[src/rtl/pwm_gen.sv]
// NCH-channel PWM generator. Duty bytes are double-buffered into a shadow
// register that only reloads at period wrap (or continuously while idle).
module pwm_gen #(
    parameter int NCH      = 4,
    parameter int PRESCALE = 4,
    parameter int PERIOD   = 255
) (
    input  logic               clk,
    input  logic               rst,
    input  logic               en,
    input  logic [31:0]        pwm_cfg,
    output logic [NCH-1:0]     pwm_out,
    output logic               period_start,
    output logic [8*NCH-1:0]   duty_active
);

    localparam logic [15:0] PRE_LAST = 16'(PRESCALE - 1);
    localparam logic [7:0]  PER_LAST = 8'(PERIOD - 1);

    logic [15:0]      pre_q,    pre_d;
    logic [7:0]       per_q,    per_d;
    logic [8*NCH-1:0] shadow_q, shadow_d;
    logic [NCH-1:0]   pwm_q,    pwm_d;
    logic             start_q,  start_d;
    logic             en_q;
    logic             tick;
    logic             wrap;

    always_comb begin
        tick = (pre_q == PRE_LAST);
        wrap = tick && (per_q == PER_LAST);

        // NOTE: every signal driven here gets a default first, so no latch is inferred.
        pre_d    = '0;
        per_d    = '0;
        shadow_d = pwm_cfg[8*NCH-1:0];
        pwm_d    = '0;
        start_d  = 1'b0;

        if (en) begin
            pre_d = tick ? 16'd0 : pre_q + 16'd1;
            if (wrap) begin
                per_d = 8'd0;
            end else if (tick) begin
                per_d = per_q + 8'd1;
            end else begin
                per_d = per_q;
            end
            shadow_d = wrap ? pwm_cfg[8*NCH-1:0] : shadow_q;
            for (int i = 0; i < NCH; i++) begin
                pwm_d[i] = (per_q < shadow_q[8*i +: 8]);
            end
            // A fresh enable restarts the counters at zero, which is a period start too.
            start_d = wrap || !en_q;
        end
    end

    // NOTE: state registers use non-blocking assignments so every flop samples pre-edge values.
    always_ff @(posedge clk or negedge rst) begin
        if (!rst) begin
            pre_q    <= '0;
            per_q    <= '0;
            shadow_q <= '0;
            pwm_q    <= '0;
            start_q  <= 1'b0;
            en_q     <= 1'b0;
        end else begin
            pre_q    <= pre_d;
            per_q    <= per_d;
            shadow_q <= shadow_d;
            pwm_q    <= pwm_d;
            start_q  <= start_d;
            en_q     <= en;
        end
    end

    assign pwm_out      = pwm_q;
    assign period_start = start_q;
    assign duty_active  = shadow_q;

    if (8*NCH < 32) begin : g_unused_cfg
        logic unused_cfg;
        assign unused_cfg = ^pwm_cfg[31:8*NCH];
    end

endmodule

[config.mk]
export PLATFORM = sky130hd
export DESIGN_NAME = pwm_gen
export DESIGN_NICKNAME = d
export VERILOG_FILES = /design/src/rtl/pwm_gen.sv
export SDC_FILE = /design/constraint.sdc
export NUM_CORES = 1
export LEC_CHECK = 0
export ABC_AREA = 1
export CELL_PAD_IN_SITES_DETAIL_PLACEMENT = 1
export CELL_PAD_IN_SITES_GLOBAL_PLACEMENT = 1
export CORE_MARGIN = 2
export CORE_UTILIZATION = 40
export CTS_CLUSTER_SIZE = 20
export DETAILED_ROUTE_END_ITERATION = 7
export PLACE_DENSITY_LB_ADDON = 0.3
export SYNTH_ARGS = -nofsm -noshare
export SYNTH_HDL_FRONTEND = slang
export SYNTH_SLANG_ARGS = --single-unit
[constraint.sdc]
create_clock -name clk -period 2.75 [get_ports clk]
set_input_delay 0.55 -clock clk [delete_from_list [all_inputs] [get_ports clk]]
set_output_delay 0.55 -clock clk [all_outputs]
set_load 0.005 [all_outputs]
# Word-level counts from Yosys, hierarchy flattened
# Index checks and enable logic that the tools add are counted.
dict set report word_totals {
  ff_bits 62
  latchBits 0
  mem_bits_rw 0
  rom_bits 0
  n_memories 0
}
dict set report op_classes {
  n_addsub 2
  mul 0
  div 0
  order_cmp 4
  n_eq_ne 4
  shifts 0
  muxes 9
  bitwise_logic 0
  n_reduce_logical 3
}
# operator n
set op_table {}
lappend op_table {{$mux 32} 2}
lappend op_table {{$lt 8x8->1} 4}
lappend op_table {{$mux 16} 2}
lappend op_table {{$mux 8} 3}
lappend op_table {{$add 16x1->16 const B} 1}
lappend op_table {{$eq 16x2->1 const B} 1}
lappend op_table {{$add 8x1->8 const B} 1}
lappend op_table {{$eq 8x8->1 const B} 1}
lappend op_table {{$mux 4} 1}
lappend op_table {{$ne 3x1->1 const B} 1}
lappend op_table {{$ne 2x1->1 const B} 1}
lappend op_table {{$logic_and 1x1->1} 1}
lappend op_table {{$logic_not 1->1} 1}
lappend op_table {{$logic_or 1x1->1} 1}
lappend op_table {{$mux 1} 1}

# Longest topological paths before layout
# Gate-level depths: netlist of the first run.
dict set report depth {
  depth_word 4
  depth_mapped 10
}

# Least setup slack after synthesis of the first run
# No wires, ideal clock.
dict set report synth_timing {
  path_type {reg2reg}
  start {register per_q[0]}
  end {register shadow_q[22] (netlist: duty_active[22])}
  arrival_ps 1400
  t_required_ps 2633
  path_slack_ps 1234
  stages_incl_launch_ff 9
  path_buffers 1
  synth_period_minus_slack_ps 1516
  cell_sequence {dfrtp_1 inv_1 ha_1 nand3_1 nor3_4 nand3_4 buf_2 nand3_1 nand2_1}
}
dict set report synth_between {
  elab_chain_len 3
}
# item line
set synth_rtl {}
lappend synth_rtl {{start: declaration} 21} ;# logic [7:0] per_q, per_d;
lappend synth_rtl {{start signal: assignment} 69} ;# per_q <= per_d;
lappend synth_rtl {{$eq 8x8->1} 31} ;# wrap = tick && (per_q == PER_LAST);
lappend synth_rtl {{$logic_and 1x1->1} 31}
lappend synth_rtl {{$ne 2x1->1 (no line)} -}
lappend synth_rtl {{end signal: assignment} 70} ;# shadow_q <= shadow_d;
lappend synth_rtl {{end: declaration} 22} ;# logic [8*NCH-1:0] shadow_q, shadow_d;
# No other way between the ends.
# A chain may end at the register's enable or synchronous reset.

# Worst setup path in the final report of the first run
dict set report layout_timing {
  start {register per_q[0]}
  end {register shadow_q[24] (netlist: duty_active[24])}
}
# Same word-level chain as after synthesis.

==> flow_summary_export.csv, run 1 <==
group,metric,value,unit
critical_path,crit_path_end_kind,"flop",
timing,achievable-frequency,437,MHz
timing,setup_viol_count_final,0,
synth,synth.distinct_cells,22,
routing,post_drt_wl_per_cell,15.5,um
layout,layout-drive-gt1-share,4.53,%
layout,post_layout_instance_count_excluding_filler_cells,660,
routing,viasPerCell,5.06,
critical_path,worst_r2r_path_depth,8,
timing,setup_skew,8.82,ps
clocking,clk_latency,340,ps
synth,synthDominantAreaCellType,"dfrtp_1",
run_status,status,"complete, no violations",
placement,dp_hpwl,7.41,mm
timing,worstMarginPinSlew,793,ps
critical_path,critical_path.reg2reg.startpoint,"per_q[0]",
synth,post_synth_main_area_contributors,"dfrtp_1 43%, nand2_1 17%, ha_1 11%",
critical_path,required,3030,ps
pwr,pwr_density_cell,497,nW/um^2
grt,global_route.usage.met2,42.7,%
synth,synth_top_flop_cell,"dfrtp_1",
die,dieWidth,99.0,um
clocking,cts-htree-levels,3,
die,rows,34,
die,die_height,99.0,um
grt,busiest_layer_in_global_routing,"met2",
synth,synth_top_area_share,43.0,%
grt,grt_pass1_vias,3769,
pwr,leakage,0.00243,uW
clocking,clock_tree_from_tritoncts,"built",
synth,synth-seq-area-share,43.0,%
critical_path,critPathMostFrequentCell,"nand2_1",
synth,most_frequent_cell_after_synthesis,"nand2_1",
routing,detailedRoute.firstIterationViolations,93,
clocking,cts_hold_repair.buffers,0,
grt,gr-total-overflow,0,
critical_path,worstPathArrival,2560,ps
placement,gp_congestion,0.862,
pwr,ir_drop,0.244,mV
critical_path,setup.reg_to_reg.worst_slack,460,ps
synth,netlist_area_before_placement,3610,sq um
synth,netlist_instances,475,
clocking,clock-root-buffer,"clkbuf_8",
routing,drc,0,
grt,initial_antenna_violation_count,0,
synth,synth_edf_count,0,
timing,report.final.slew_viol_count,0,
synth,asyncSetResetFlopFracSynth,100,%
timing,hold_violations,0,
layout,area_delta_synth_final,28.4,%
synth,ys_warn_count,0,
critical_path,critical_path.slowest_cell,"nand2_4",
grt,grt_pass1_wl,17.8,mm
critical_path,timing.rr.end,"duty_active[24]",
grt,grt_max_degree,35,
timing,min_period,2290,ps
routing,postRouteWirelength,10.3,mm
routing,num_vias,3338,
layout,antenna-diode-count,0,
grt,overall_fraction_of_global_route_tracks_in_use,22.7,%
min_path,holdCritPathClass,"in2async",
clocking,cts-buffers-inserted,9,
synth,synth_fp_nets,541,
synth,avgSynthCellArea,7.60,sq um
placement,port_buffers,71,
synth,synth-seq-cells,62,
timing,final_min_period_over_clock_period,83.2,%
critical_path,cp_cell_sequence,"inv_1 -> ha_1 -> nand3_1 -> nor3_4 -> nand3_4 -> nand2_4 -> nand2_1 -> nand2_1",
grt,grtUsageMet1,26.0,%
critical_path,critical_path.startpoint_type,"flop",
die,floorplan.core_area,8720,sq um
clocking,cts.repair_timing.setup_buffer_count,0,
die,fp.dieArea,9800,sq um
clocking,clock-sinks,62,
die,initial_core_util,41.4,%
critical_path,cp_max_fo,34,
critical_path,crit_type,"reg2reg",
job,max-cap-violations,0,
routing,dr.pass1.iters,6,
clocking,clkTransAtPathRegs,70,ps
timing,setup_repair_after_global_routing_missed_its_margin,"false",
timing,slew_headroom,46.9,%
synth,post_synth_most_frequent_cells,"159 x nand2_1, 62 x dfrtp_1, 62 x inv_1, 49 x nor2_1, 48 x nand3_1",
grt,globalRouteMet3Util,4.40,%
clocking,clock_tree.buffer_depth,2,
die,io_pins,72,
layout,design.final.nets,613,
placement,place.detailed.instances,644,
timing,setup_total_negative_slack,0,ps
critical_path,slowest_delay,470,ps
routing,ant_nets,0,
clocking,post_cts_resized,0,
[layout by cell type, fill, tap and decap left out, types with 4 or more instances in the layout]
| cell type | synthesis | final |
|---|---|---|
| o21a_1 | 4 | 4 |
| nor3_1 | 7 | 7 |
| a21oi_1 | 13 | 13 |
| ha_1 | 31 | 31 |
| inv_1 | 62 | 62 |
| nor2_1 | 49 | 49 |
| dfrtp_1 | 62 | 62 |
| nand3_1 | 48 | 48 |
| nand4_1 | 11 | 11 |
| clkdlybuf4s50_1 | 0 | 69 |
| clkbuf_8 | 0 | 12 |
| xor2_1 | 8 | 8 |
| nand2_1 | 159 | 159 |
[layer usage]
| metal | vias to the layer above | wire [um] |
|---|---|---|
| met1 | 1645 | 4210 |
| li1 | 1635 | - |
| met4 | 0 | 139 |
| met2 | 48 | 5640 |
| met5 | - | 0 |
| met3 | 10 | 262 |
[critical path, delay by kind of cell, from the launching register on]
kind	cells	cell delay, ps
and+or+nand+nor	6	1380
DFF	1	430
buffers and inverters	1	220
adders and majority gates	1	190
[cell families after synthesis]
| group | after synthesis | share of synthesized area (%) |
|---|---|---|
| xor gates and xnor gates | 8 | 1.94 |
| DFF | 62 | 43.0 |
| AOI/OAI and AO/OA | 19 | 2.91 |
| adders and majority gates | 31 | 10.7 |
| and+or+nand+nor | 279 | 32.7 |
| buffers and inverters | 76 | 8.70 |
[state kept, by name, indices dropped and copies added (netlist names)]
name          count
pwm_out           4
en_q              1
per_q             8
duty_active      32
pre_q            16
period_start      1
[stage by stage]
stage               total power [uW]  cell area, sq um  utilization, %  setup WS, ps  hold slack, ps
global placement                1360              4400            50.5           619             410
finish                          2310              4640            53.2           461             287
CTS                             2330              4640            53.2           416             308
detailed placement              1380              4400            50.5           437             433
global route                    2420              4640            53.2           234             328
floorplan                       1160              3610               -          1230             254
[how the worst max path moves through the flow]
stage	startpoint	end	slack, ps	cells past startpoint
after floorplan	per_q[0]	duty_active[22]	1230	8
after CTS	per_q[0]	duty_active[24]	420	8
final	per_q[0]	duty_active[24]	460	8
after global placement	per_q[0]	duty_active[25]	620	8
after global routing	per_q[0]	duty_active[8]	230	8
after detailed placement	per_q[0]	duty_active[24]	440	8
[power by group]
part           switching (uW)  internal, uW  total, uW
combinational             165           181        345
sequential               44.8           965       1010
clock                     367           584        951
total                     577          1730       2310
[area by class of cell]
type                    count  area [sq um]
clock buffers              13           169
clock inverters             3          65.1
fillers                  1084          4080
inverters                  63           236
multi-input cells         337          1750
flip-flops and latches     62          1550
well taps                 108           135
repair buffers             74           736
Power figures use the tool's default switching activity.
==> run 2: changes to the inputs <==
CORE_UTILIZATION = 38   (was 40)
clock period = 2.2 ns   (was 2.75 ns; I/O delays follow)
==> flow_summary_export.csv, run 2 (synthesized netlist as in run 1, its figures left out) <==
group,metric,value,unit
timing,worstMarginPinSlew,652,ps
die,io_pins,72,
routing,ant_nets,0,
grt,grt_pass1_vias,3759,
routing,post_drt_wl_per_cell,14.7,um
clocking,clock-sinks,62,
min_path,holdCritPathClass,"in2async",
critical_path,cp_cell_sequence,"inv_1 -> ha_1 -> nand3_1 -> nor3_4 -> nand3_4 -> buf_4 -> nand3_1 -> nand2_1",
job,max-cap-violations,0,
critical_path,critical_path.startpoint_type,"flop",
timing,min_period,1890,ps
die,fp.dieArea,10300,sq um
pwr,ir_drop,0.318,mV
critical_path,cp_num_cells,8,
timing,setup_viol_count_final,0,
critical_path,crit_path_end_kind,"flop",
critical_path,setup.reg_to_reg.worst_slack,310,ps
timing,hold_violations,0,
clocking,clk_latency,340,ps
critical_path,critical_path.reg2reg.startpoint,"per_q[0]",
clocking,clock_tree.buffer_depth,2,
critical_path,cp_max_fo,19,
critical_path,timing.rr.end,"duty_active[7]",
timing,achievable-frequency,530,MHz
clocking,cts-buffers-inserted,9,
critical_path,timing.critical_path.max_delay_family,"simple AND/OR/NAND/NOR gates",
layout,antenna-diode-count,0,
critical_path,required,2430,ps
critical_path,slowest_delay,430,ps
layout,layout_commonest_cell,"nand2_1",
critical_path,worstPathArrival,2110,ps
routing,num_vias,3373,
placement,dp_hpwl,7.34,mm
critical_path,critPathMostFrequentCell,"nand3_1",
timing,setup_repair_after_global_routing_missed_its_margin,"false",
critical_path,worst_r2r_path_depth,8,
run_status,status,"complete, no violations",
die,die_height,101,um
grt,grt_pass1_wl,17.3,mm
pwr,leakage,0.00246,uW
die,rows,35,
critical_path,critical_path_buf_inv_count,2,
critical_path,worstSetupStartpoint,"per_q[0]",
timing,slew_headroom,56.4,%
routing,drc,0,
timing,report.final.slew_viol_count,0,
grt,overall_fraction_of_global_route_tracks_in_use,21.6,%
timing,setup_skew,13.3,ps
clocking,clock_tree_from_tritoncts,"built",
critical_path,critical_path.slowest_cell,"dfrtp_1",
routing,postRouteWirelength,10.1,mm
grt,gr-total-overflow,0,
layout,final_cell_mix,"159 x nand2_1, 69 x clkdlybuf4s50_1, 62 x inv_1, 62 x dfrtp_1, 49 x nor2_1",
die,initial_core_util,39.1,%
timing,final_min_period_over_clock_period,85.8,%
layout,layout-drive-gt1-share,6.07,%
layout,multiInputGateArea,1750,sq um
layout,area_delta_synth_final,30.0,%
placement,gp_congestion,0.818,
routing,detailedRoute.firstIterationViolations,103,
die,dieWidth,101,um
layout,design.final.nets,622,
layout,fillers,1151,
timing,setup_total_negative_slack,0,ps
routing,viasPerCell,4.90,
routing,dr.pass1.iters,4,
grt,initial_antenna_violation_count,0,
grt,grt_max_degree,43,
die,floorplan.core_area,9240,sq um
layout,layout.area.seq,1550,sq um
pwr,pwr_density_cell,573,nW/um^2
clocking,clock-root-buffer,"clkbuf_8",
timing,holdWs,81.0,ps
placement,port_buffers,71,
clocking,cts-htree-levels,3,
clocking,clkTransAtPathRegs,70,ps
critical_path,crit_type,"reg2reg",
layout,largest_reg_flops,32,
run 2: worst max path at each step:
stage | to | slack (ps)
floorplan | duty_active[22] | 680
global placement | duty_active[1] | 140
detailed placement | duty_active[1] | 90
CTS | duty_active[1] | 30
global route | duty_active[7] | 200
finish | duty_active[7] | 310
run 2: repair_timing:
| item | 4_1_cts | 5_1_grt |
|---|---|---|
| resized for setup | 0 | 1 |
| endpoints found under the setup margin | 0 | 32 |
| hold buffers | 0 | 0 |
| buffers inserted | 0 | 2 |
run 2: area by class of cell:
cell class | instances | area share [%]
clock inverters | 5 | 1.07
flip-flops and latches | 62 | 33.0
inverters | 63 | 5.04
clock buffers | 10 | 2.93
well taps | 129 | 3.44
multi-input cells | 337 | 37.4
repair buffers | 83 | 17.1
run 2: power by group:
part | internal [uW] | switching, uW | total (uW)
Clock | 540 | 461 | 1000
Sequential | 1210 | 55.5 | 1260
Combinational | 226 | 200 | 427
Total | 1970 | 717 | 2690
run 2: layer usage:
layer  part of all wire, %  track usage (%)  vias to the layer above
met4                   2.3             7.69                        0
li1                      -                -                     1650
met2                    53             39.0                       51
met5                     0                0                        -
met3                   2.3             4.55                       19
met1                    43             25.3                     1653
run 2: metrics by stage:
step	std cells	total power [uW]	util, %	setup slack [ps]	area [sq um]
floorplan	475	1450	-	684	3610
global placement	672	1690	48.5	143	4480
detailed placement	672	1710	48.5	88.9	4480
CTS	687	2720	50.5	33.7	4670
global route	689	2840	50.8	199	4690
finish	689	2690	50.8	312	4690
==> run 3: changes to the inputs <==
CORE_ASPECT_RATIO = 0.7   (was default)
clock period = 1.8 ns   (was 2.2 ns; I/O delays follow)
==> flow_summary_export.csv, run 3 (synthesized netlist as in run 1, its figures left out) <==
group,metric,value,unit
layout,area_delta_synth_final,34.9,%
timing,final_min_period_over_clock_period,91.5,%
pwr,p_sw,1010,uW
run_status,status,"complete, no violations",
grt,grtUsageMet1,31.2,%
die,io_pins,72,
die,floorplan.core_area,9140,sq um
critical_path,setup.reg_to_reg.worst_slack,150,ps
clocking,cts-buffers-inserted,9,
critical_path,crit_type,"reg2reg",
routing,viasPerCell,4.99,
placement,gp_congestion,0.793,
layout,final_area,4870,sq um
grt,overall_fraction_of_global_route_tracks_in_use,23.4,%
grt,grt_max_degree,63,
placement,dp_hpwl,7.69,mm
layout,design.final.nets,627,
critical_path,required,2020,ps
timing,report.final.slew_viol_count,0,
grt,grt_pass1_wl,18.7,mm
layout,layout-drive-gt1-share,6.89,%
layout,antenna-diode-count,0,
clocking,clock-sinks,62,
timing,setup_viol_count_final,0,
routing,num_vias,3444,
routing,postRouteWirelength,11.2,mm
routing,drc,0,
timing,worstMarginPinSlew,393,ps
pwr,design_power_total,4020,uW
clocking,clock_tree.buffer_depth,2,
timing,setup_total_negative_slack,0,ps
die,initial_core_util,39.5,%
layout,largest_reg_flops,32,
clocking,cts-htree-levels,3,
die,dieWidth,121,um
clocking,post_cts_resized,0,
pwr,combPwrFrac,13.7,%
timing,slew_headroom,73.8,%
pwr,pwr_density_cell,825,nW/um^2
routing,post_drt_wl_per_cell,16.2,um
pwr,ir_drop,0.364,mV
critical_path,critical_path.startpoint_type,"flop",
timing,achievable-frequency,607,MHz
critical_path,crit_path_end_kind,"flop",
grt,gr-total-overflow,0,
pwr,switching_fraction_of_total_power,25.1,%
clocking,clock_tree_from_tritoncts,"built",
timing,hold_violations,0,
clocking,cts_hold_repair.buffers,0,
job,max-cap-violations,0,
clocking,clock-root-buffer,"clkbuf_16",
critical_path,worstPathArrival,1870,ps
routing,ant_nets,0,
timing,min_period,1650,ps
die,rows,29,
pwr,leakage,0.00254,uW
pwr,pwr-share-clk,47.7,%
clocking,clkTransAtPathRegs,60,ps
pwr,share_seq_of_total_power,38.5,%
critical_path,worst_r2r_path_depth,8,
placement,port_buffers,71,
layout,layout_commonest_cell,"nand2_1",
min_path,holdCritPathClass,"in2async",
critical_path,critical_path.reg2reg.startpoint,"per_q[0]",
timing,setup_repair_after_global_routing_missed_its_margin,"true",
clocking,cts.repair_timing.setup_buffer_count,0,
die,fp.dieArea,10300,sq um
grt,globalRouteMet3Util,4.65,%
grt,initial_antenna_violation_count,0,
critical_path,timing.rr.end,"duty_active[13]",
pwr,internal-power,3010,uW
routing,dr.pass1.iters,4,
die,die_height,85.6,um
critical_path,cp_max_fo,33,
grt,busiest_layer_in_global_routing,"met2",
grt,grt_pass1_vias,3684,
grt,global_route.usage.met2,39.1,%
routing,detailedRoute.firstIterationViolations,125,
clocking,clk_latency,340,ps
placement,placement.cell_area,4550,sq um
timing,setup_skew,6.22,ps
layout,final_cell_mix,"159 x nand2_1, 70 x clkdlybuf4s50_1, 62 x inv_1, 62 x dfrtp_1, 49 x nor2_1",
==> run 3: routing by layer <==
layer / wire, um / vias to the layer above / part of all wire, %
met3: 535 / 13 / 4.8
met1: 5390 / 1693 / 48
li1: - / 1668 / -
met4: 162 / 0 / 1.4
met5: 0 / - / 0
met2: 5110 / 70 / 46
==> run 3: how the worst max path moves through the flow <==
stage / start / to / slack (ps) / cells after the start
2_1_floorplan: per_q[0] / duty_active[22] / 280 / 8
3_3_place_gp: en / duty_active[3] / 160 / 5
3_5_place_dp: en / duty_active[29] / 100 / 5
4_1_cts: per_q[0] / duty_active[10] / 150 / 8
5_1_grt: per_q[0] / duty_active[0] / -1 / 8
6_report: per_q[0] / duty_active[13] / 150 / 8
==> run 3: area by class of cell <==
type / count / area [sq um]
clock inverters: 6 / 85.1
fillers: 1147 / 4270
multi-input cells: 337 / 1750
repair buffers: 88 / 858
inverters: 63 / 236
clock buffers: 10 / 239
flip-flops and latches: 62 / 1550
well taps: 124 / 155
==> run 3: worst max-delay path: stages (launching register included) <==
cell,delay [ps]
dfrtp_1,380
inv_1,80
ha_1,140
nand3_1,140
nor3_4,210
nand3_4,110
buf_4,270
nand3_1,120
nand2_1,80
==> run 3: power groups by stage <==
stage | Combinational [uW] | Clock [uW] | Sequential [uW]
after floorplan | 215 | 0 | 1560
after global placement | 523 | 0 | 1570
after detailed placement | 551 | 0 | 1570
after CTS | 561 | 1940 | 1550
after global routing | 617 | 1990 | 1560
final | 552 | 1920 | 1550
==> run 3: through the flow <==
step | hold slack (ps) | worst slack, ps | utilization [%] | cells
finish | 21.2 | 153 | 53.3 | 690
global route | 51.1 | -1.05 | 53.3 | 690
CTS | 49.7 | 148 | 53.3 | 690
detailed placement | 404 | 96.8 | 49.7 | 674
global placement | 401 | 164 | 49.7 | 674
floorplan | 64.4 | 284 | - | 475
